**config.mk**
```make
export PLATFORM = sky130hd
export DESIGN_NAME = fib_seq_gen
export DESIGN_NICKNAME = d
export VERILOG_FILES = /design/src/rtl/fib_seq_pkg.sv /design/src/rtl/seq_term_adder.sv /design/src/rtl/fib_seq_gen.sv
export SDC_FILE = /design/constraint.sdc
export NUM_CORES = 1
export LEC_CHECK = 0
export CAP_MARGIN = 20
export CORE_MARGIN = 1.5
export CORE_UTILIZATION = 45
export CTS_BUF_LIST = sky130_fd_sc_hd__clkbuf_4 sky130_fd_sc_hd__clkbuf_8
export DETAILED_ROUTE_END_ITERATION = 12
export MAX_ROUTING_LAYER = met4
export PLACE_DENSITY = 0.73
export SYNTH_ARGS = -nofsm -noshare
export SYNTH_HDL_FRONTEND = slang
export SYNTH_HIERARCHICAL = 1
export SYNTH_SLANG_ARGS = --single-unit
```
**constraint.sdc**
```tcl
create_clock -name clk -period 5.51 [get_ports clk]
set_input_delay 0.551 -clock clk [delete_from_list [all_inputs] [get_ports clk]]
set_output_delay 0.551 -clock clk [all_outputs]
set_load 0.02 [all_outputs]
```
**src/rtl/fib_seq_pkg.sv**
```systemverilog
// fib_seq_pkg: shared types and constants for the recurrence-sequence generator
package fib_seq_pkg;
  typedef enum logic [1:0] {MODE_FIB, MODE_LUCAS, MODE_TRIB, MODE_CUSTOM} mode_t;
  typedef enum logic [1:0] {ST_IDLE, ST_RUN, ST_DONE} state_t;
  localparam int POL_WRAP    = 0;
  localparam int POL_RESTART = 1;
  localparam int POL_HALT    = 2;
  localparam int FIB_T0   = 0;
  localparam int FIB_T1   = 1;
  localparam int LUCAS_T0 = 2;
  localparam int LUCAS_T1 = 1;
  localparam int TRIB_T0  = 0;
  localparam int TRIB_T1  = 0;
  localparam int TRIB_T2  = 1;
endpackage

```
**src/rtl/seq_term_adder.sv**
```systemverilog
// seq_term_adder: 3-operand WIDTH-bit adder; the top bit of each term is a sticky overflow marker
module seq_term_adder #(
  parameter int WIDTH = 8
) (
  input  logic [WIDTH:0] a,
  input  logic [WIDTH:0] b,
  input  logic [WIDTH:0] c,
  output logic [WIDTH:0] sum
);
  logic [WIDTH+1:0] raw;
  assign raw = {2'b0, a[WIDTH-1:0]} + {2'b0, b[WIDTH-1:0]} + {2'b0, c[WIDTH-1:0]};
  assign sum = {(|raw[WIDTH+1:WIDTH]) | a[WIDTH] | b[WIDTH] | c[WIDTH], raw[WIDTH-1:0]};
endmodule

```
**src/rtl/fib_seq_gen.sv**
```systemverilog
// fib_seq_gen: Fibonacci/Lucas/Tribonacci/custom sequence source on a valid/ready stream
module fib_seq_gen
  import fib_seq_pkg::*;
#(
  parameter int WIDTH      = 8,
  parameter int IDX_W      = 6,
  parameter int OVF_POLICY = POL_RESTART
) (
  input  logic             clk,
  input  logic             rst_n,
  input  logic             start,
  input  logic [1:0]       mode,
  input  logic [WIDTH-1:0] seed0,
  input  logic [WIDTH-1:0] seed1,
  output logic             out_valid,
  input  logic             out_ready,
  output logic [WIDTH-1:0] out_data,
  output logic [IDX_W-1:0] out_index,
  output logic             out_last,
  output logic             ovf,
  output logic             done
);
  localparam int TW = WIDTH + 1;
  state_t           state;
  mode_t            mode_q, ld_mode;
  logic [WIDTH-1:0] s0_q, s1_q, ld_s0, ld_s1;
  logic [TW-1:0]    t0, t1, t2, op_c, sum, ld_t0, ld_t1, ld_t2;
  logic             trib, accept, last_term;
  // a restart reload reuses the seeds captured at the last start
  always_comb begin
    ld_mode = start ? mode_t'(mode) : mode_q;
    ld_s0   = start ? seed0 : s0_q;
    ld_s1   = start ? seed1 : s1_q;
    ld_t0   = ld_mode == MODE_LUCAS  ? TW'(LUCAS_T0) :
              ld_mode == MODE_TRIB   ? TW'(TRIB_T0)  :
              ld_mode == MODE_CUSTOM ? {1'b0, ld_s0} : TW'(FIB_T0);
    ld_t1   = ld_mode == MODE_LUCAS  ? TW'(LUCAS_T1) :
              ld_mode == MODE_TRIB   ? TW'(TRIB_T1)  :
              ld_mode == MODE_CUSTOM ? {1'b0, ld_s1} : TW'(FIB_T1);
    ld_t2   = ld_mode == MODE_TRIB ? TW'(TRIB_T2) : '0;
  end
  assign trib      = mode_q == MODE_TRIB;
  assign op_c      = trib ? t2 : '0;
  assign accept    = state == ST_RUN && out_valid && out_ready;
  assign last_term = OVF_POLICY != POL_WRAP && t1[WIDTH];
  assign out_data  = t0[WIDTH-1:0];
  assign out_last  = state == ST_RUN && last_term;
  seq_term_adder #(.WIDTH(WIDTH)) u_add (
    .a  (t0),
    .b  (t1),
    .c  (op_c),
    .sum(sum)
  );
  always_ff @(posedge clk or negedge rst_n) begin
    if (!rst_n) begin
      state     <= ST_IDLE;
      mode_q    <= MODE_FIB;
      s0_q      <= '0;
      s1_q      <= '0;
      t0        <= '0;
      t1        <= '0;
      t2        <= '0;
      out_valid <= 1'b0;
      out_index <= '0;
      ovf       <= 1'b0;
      done      <= 1'b0;
    end else if (start) begin
      state     <= ST_RUN;
      mode_q    <= ld_mode;
      s0_q      <= seed0;
      s1_q      <= seed1;
      t0        <= ld_t0;
      t1        <= ld_t1;
      t2        <= ld_t2;
      out_valid <= 1'b1;
      out_index <= '0;
      ovf       <= 1'b0;
      done      <= 1'b0;
    end else if (accept) begin
      if (last_term && OVF_POLICY == POL_RESTART) begin
        t0        <= ld_t0;
        t1        <= ld_t1;
        t2        <= ld_t2;
        out_index <= '0;
      end else if (last_term && OVF_POLICY == POL_HALT) begin
        state     <= ST_DONE;
        out_valid <= 1'b0;
        done      <= 1'b1;
      end else begin
        t0        <= t1;
        t1        <= trib ? t2 : sum;
        t2        <= trib ? sum : '0;
        out_index <= out_index + 1'b1;
        if (OVF_POLICY == POL_WRAP && sum[WIDTH]) ovf <= 1'b1;
      end
    end
  end
endmodule
```
Yosys cells after proc, flatten, opt, wreduce, memory -nomap -nowiden
Cells that the tools add are included.
{"block": "totals", "regBits": 52, "input_bits": 22, "output_inout_bits": 18, "elab_cells": 47}
{"block": "op_classes", "addsub": 3, "eq_ne": 4, "muxes": 25, "bitwise_logic": 3, "reduce_logical": 4}
{"op": "$mux W9", "count": 11}
{"op": "$mux W8", "count": 9}
{"op": "$mux W6", "count": 3}
{"op": "$add A10 B8 Y10", "count": 1}
{"op": "$add A8 B8 Y9", "count": 1}
{"op": "$add A6 B1 Y6 const B", "count": 1}
{"op": "$eq A2 B2 Y1 const B", "count": 3}
{"op": "$or A1 B1 Y1", "count": 3}
{"op": "$eq A2 B1 Y1 const B", "count": 1}
{"op": "$logic_and A1 B1 Y1", "count": 2}
{"op": "$mux W2", "count": 1}
{"op": "$reduce_bool A2 Y1", "count": 1}
{"op": "$reduce_or A2 Y1", "count": 1}
{"op": "$mux W1", "count": 1}

Depth between registers and ports, before layout
{"block": "logic_depth", "ltp_word": 11, "mapped_depth": 14, "ltp_nobuf": 14}

Cells and area by module
The synthesis kept the hierarchy.
{"module": "fib_seq_gen", "instances": 1, "cells_per_inst": 222, "area_each_um2": 2484.9, "seq_area_each_um2": 1276.2}
{"module": "seq_term_adder", "instances": 1, "cells_per_inst": 87, "area_each_um2": 691.9, "seq_area_each_um2": 0.0}

Worst setup path before layout
OpenSTA, ideal clock, no wires.
{"block": "synth_path", "kind": "register to register", "start": "register t0[0]", "end": "register t1[8]", "setup_ns": 0.124, "arrival_time_ns": 2.798, "t_required_ns": 5.386, "setup_slack_ns": 2.587, "path_stages_with_launch": 15, "n_path_buf": 0, "synth_period_minus_slack_ns": 2.923, "path_cell_list": "dfrtp_1 > ha_1 > fa_1 > a211oi_1 > o21bai_1 > a21oi_1 > xnor2_1 > ha_1 > o21a_1 > nand4_1 > a221oi_2 > mux2i_1 > and2_1 > o21ai_1 > a21oi_1"}
{"block": "synth_via", "elab_chain_cells": 10}
{"item": "start: declaration", "line_no": "fib_seq_gen.sv:27", "rtl": "logic [TW-1:0] t0, t1, t2, op_c, sum, ld_t0, ld_t1, ld_t2;"}
{"item": "start signal: assignment", "line_no": "fib_seq_gen.sv:72", "rtl": "t0 <= ld_t0;"}
{"item": "start signal: assignment", "line_no": "fib_seq_gen.sv:81", "rtl": "t0 <= ld_t0;"}
{"item": "start signal: assignment", "line_no": "fib_seq_gen.sv:90", "rtl": "t0 <= t1;"}
{"item": "$add A8 B8 Y9", "line_no": "seq_term_adder.sv:11", "rtl": "assign raw = {2'b0, a[WIDTH-1:0]} + {2'b0, b[WIDTH-1:0]} + {2'b0, c[WIDTH-1:0]};"}
{"item": "$add A10 B8 Y10", "line_no": "seq_term_adder.sv:11"}
{"item": "$reduce_or A2 Y1", "line_no": "seq_term_adder.sv:12", "rtl": "assign sum = {(|raw[WIDTH+1:WIDTH]) | a[WIDTH] | b[WIDTH] | c[WIDTH], raw[WIDTH-1:0]};"}
{"item": "$or A1 B1 Y1 (3 in a row)", "line_no": "seq_term_adder.sv:12"}
{"item": "via sum[8]", "line_no": "fib_seq_gen.sv:27"}
{"item": "$mux W9", "line_no": "fib_seq_gen.sv:91", "rtl": "t1 <= trib ? t2 : sum;"}
{"item": "$mux W9", "line_no": "fib_seq_gen.sv:80", "rtl": "if (last_term && OVF_POLICY == POL_RESTART) begin"}
{"item": "$mux W9", "line_no": "fib_seq_gen.sv:79", "rtl": "end else if (accept) begin"}
{"item": "$mux W9", "line_no": "fib_seq_gen.sv:67", "rtl": "end else if (start) begin"}
{"item": "end signal: assignment", "line_no": "fib_seq_gen.sv:73", "rtl": "t1 <= ld_t1;"}
{"item": "end signal: assignment", "line_no": "fib_seq_gen.sv:82", "rtl": "t1 <= ld_t1;"}
{"item": "end signal: assignment", "line_no": "fib_seq_gen.sv:91"}
{"item": "end: declaration", "line_no": "fib_seq_gen.sv:27"}
The timed path passes the listed nets, and every way through them passes these cells. The select of a mux whose other input is x is not followed.
A chain may end at the register's enable or synchronous reset.

Final worst setup path
Ends and elaborated chain as after synthesis.

==> flow_summary.json <==
{
  "critical_path_required_ns": 5.70,
  "outcome": "finished, final reports clean",
  "syn_inst": 309,
  "cts-resized-gates": 0,
  "syn_area_sq_um": 3180,
  "fp.dieH_microns": 87.0,
  "fp.dieW_microns": 87.0,
  "setup_violations": 0,
  "synthDistinctLibCells": 56,
  "hold_violations": 0,
  "synth.avg_cell_area_sq_um": 10.3,
  "final_util": 0.536,
  "hpwlAfterDp_mm": 4.88,
  "synth_compound_area_frac": 0.218,
  "worstPathMaxFanout": 3,
  "synth_area_leaders": "dfrtp_1, ha_1, a21oi_1",
  "drtIter0Drc": 194,
  "synth_top_cell_by_area": "dfrtp_1",
  "leakage_nw": 1.60,
  "htreeDepth": 2,
  "wl_per_cell_microns": 15.4,
  "track_usage": 0.194,
  "max_freq_mhz": 323,
  "maxCapViolCount": 0,
  "via_per_inst": 5.54,
  "worst_pin_slew_ns": 0.753,
  "io_pins": 40,
  "synth_top_area_share": 0.402,
  "pre_cts_ws_ns": 2.43,
  "cts_tree": "built",
  "fin_nets": 379,
  "final_antenna_net_count": 0,
  "grt_max_degree": 52,
  "fin_setup_tns_ns": 0,
  "firstDrtPassIters": 4,
  "synth_seq_area_share": 0.402,
  "final.setup.worst_slack_ns": 2.42,
  "drc_errors": 0,
  "cts.sinks": 51,
  "cp-end-kind": "flop",
  "slew_headroom": 0.498,
  "synth-simple-area-share": 0.143,
  "synthMuxAreaShare": 0.0670,
  "vias": 2411,
  "core_area_sq_um": 6790,
  "synth-adder-area-share": 0.0796,
  "start_util": 0.468,
  "finClkSkew_ns": 0.00828,
  "hp-class": "primary input to asynchronous set/reset pin",
  "hold_buffers": 0,
  "postCtsSetupRepairBufs": 0,
  "synth_top_family_by_area": "compound AO/OA/AOI/OAI gates",
  "routed_wl_mm": 6.69,
  "synth_xor_area_frac": 0.0303,
  "port_buffers": 37,
  "clock_path_buffers": 2,
  "vdd_ir_drop_max_mv": 0.159,
  "antenna_found_initial": 0,
  "period_share": 0.561,
  "fillers": 629,
  "grt_pass1_vias": 2237,
  "cts_root_buf": "clkbuf_8",
  "slew_violations": 0,
  "p_per_area_nw_per_um2": 290,
  "worstSetupPathType": "flop to flop",
  "ys_ff_latch": 51,
  "rsz0062_at_grt": "false",
  "fp.dieArea_sq_um": 7570,
  "rows": 30,
  "antenna_cells": 0,
  "startpoint_type": "flop",
  "ys_warn_count": 6,
  "grt_pass1_wl_mm": 11.2,
  "clock_latency_ns": 0.31,
  "r2r_setup_slack_ns": 2.42,
  "period_minus_slack_ns": 3.09,
  "place_congestion": 0.903,
  "crit_arrival_ns": 3.28,
  "grt-ovfl-total": 0,
  "cts_buffers": 5,
  "synthToLayoutAreaGrowth_pct": 14.5,
  "drive_above_1_share": 0.0914,
  "path_clk_slew_ns": 0.09
}
==> power breakdown <==
| group | internal (mW) | total (mW) | switching (mW) |
|---|---|---|---|
| registers | 0.413 | 0.448 | 0.0352 |
| logic | 0.175 | 0.386 | 0.211 |
| clock network | 0.0994 | 0.222 | 0.123 |
==> flip-flops by register name, indices dropped and copies added, names as in the netlist <==
| register | count |
|---|---|
| s0_q | 8 |
| out_valid | 1 |
| mode_q | 2 |
| out_index | 6 |
| s1_q | 8 |
| t2 | 9 |
| t1 | 9 |
| t0 | 8 |
==> layout by cell type, fill, tap and decap left out, drive strengths merged, types with 8 or more instances in the layout <==
cell type,netlist,final
a21oi,33,33
a22o,9,9
and3b,8,8
clkdlybuf4s50,0,36
dfrtp,51,51
ha,17,17
inv,14,14
mux2,10,10
mux2i,10,10
nand2,16,16
nor2,11,11
nor3b,9,9
o21a,11,11
o21ai,18,18
==> cell families (layout without fill, tap and decap cells) <==
kind of cell | Yosys count | count (layout)
AOI/OAI and AO/OA | 100 | 100
adders and majority gates | 19 | 19
buffers and inverters | 33 | 61
and+or+nand+nor | 74 | 74
muxes | 20 | 20
other | 1 | 3
xor gates and xnor gates | 11 | 11
DFF | 51 | 51
==> cell type report <==
cell class,instances,area (sq um),area share
clock buffers,7,83.8,0.0230
clock inverters,1,5.00,0.00138
inverters,14,52.6,0.0144
multi-input cells,227,1720,0.473
flip-flops and latches,51,1280,0.351
well taps,96,120,0.0330
repair buffers,39,380,0.105
==> path summary, 6_finish.rpt <==
kind	cells past startpoint	startpoint	end
worst max-delay path	14	t0[0]$_DFFE_PN0P_	t1[8]$_DFFE_PN0P_
worst min-delay path	2	rst_n	s1_q[0]$_DFF_PN0_
worst max register to register	14	t0[0]$_DFFE_PN0P_	t1[8]$_DFFE_PN0P_
worst min register to register	1	s0_q[1]$_DFF_PN0_	s0_q[1]$_DFF_PN0_
max in group asynchronous	2	rst_n	t0[5]$_DFFE_PN0P_
min in group clk	1	s0_q[1]$_DFF_PN0_	s0_q[1]$_DFF_PN0_
==> layer usage <==
metal  vias to the layer above  track usage  routed length, microns  share of wire
met2                        71        0.280                    2910           0.43
met1                      1147        0.285                    3340           0.50
met5                         -            -                       0              0
met3                         5       0.0341                     393          0.059
li1                       1188            -                       -              -
met4                         0       0.0396                      51         0.0076
==> synth_stat cells (all sizes together) <==
library cell / instances
xor2: 4
and2: 3
nor4: 3
a31oi: 2
or2: 5
ha: 17
nand3: 6
and3b: 8
a311oi: 1
buf: 17
or4: 3
nand2b: 4
dfrtp: 51
o2111ai: 2
o211ai: 1
mux2: 10
mux2i: 10
a211oi: 3
nor2b: 2
nand4: 2
a22o: 9
clkbuf: 2
fa: 2
inv: 14
conb: 1
o21bai: 1
a221oi: 1
nor2: 11
o22a: 1
o221ai: 7
nor3: 2
xnor2: 7
o2bb2ai: 7
nand2: 16
o21ai: 18
a21o: 2
nor3b: 9
o311a: 1
a21oi: 33
o21a: 11
==> critical path, stage by stage (launching register included) <==
cell and delay, ns:
dfrtp_1 0.40, ha_1 0.24, fa_1 0.43, a211oi_1 0.31
o21bai_1 0.10, a21oi_1 0.18, xnor2_1 0.09, ha_1 0.31
o21a_1 0.17, nand4_1 0.11, a221oi_2 0.18, mux2i_1 0.11
and2_1 0.15, o21ai_1 0.12, a21oi_1 0.08
==> metrics by stage <==
step           area [sq um]  hold WS [ns]  std cells  power [mW]
5_1_grt                3640         0.410        435        1.13
4_1_cts                3640         0.366        435        1.07
3_5_place_dp           3550         0.470        427       0.835
3_3_place_gp           3550         0.465        427       0.827
2_1_floorplan          3180         0.255        311       0.735
6_report               3640         0.344        435        1.06
Power figures use the tool's default switching activity.
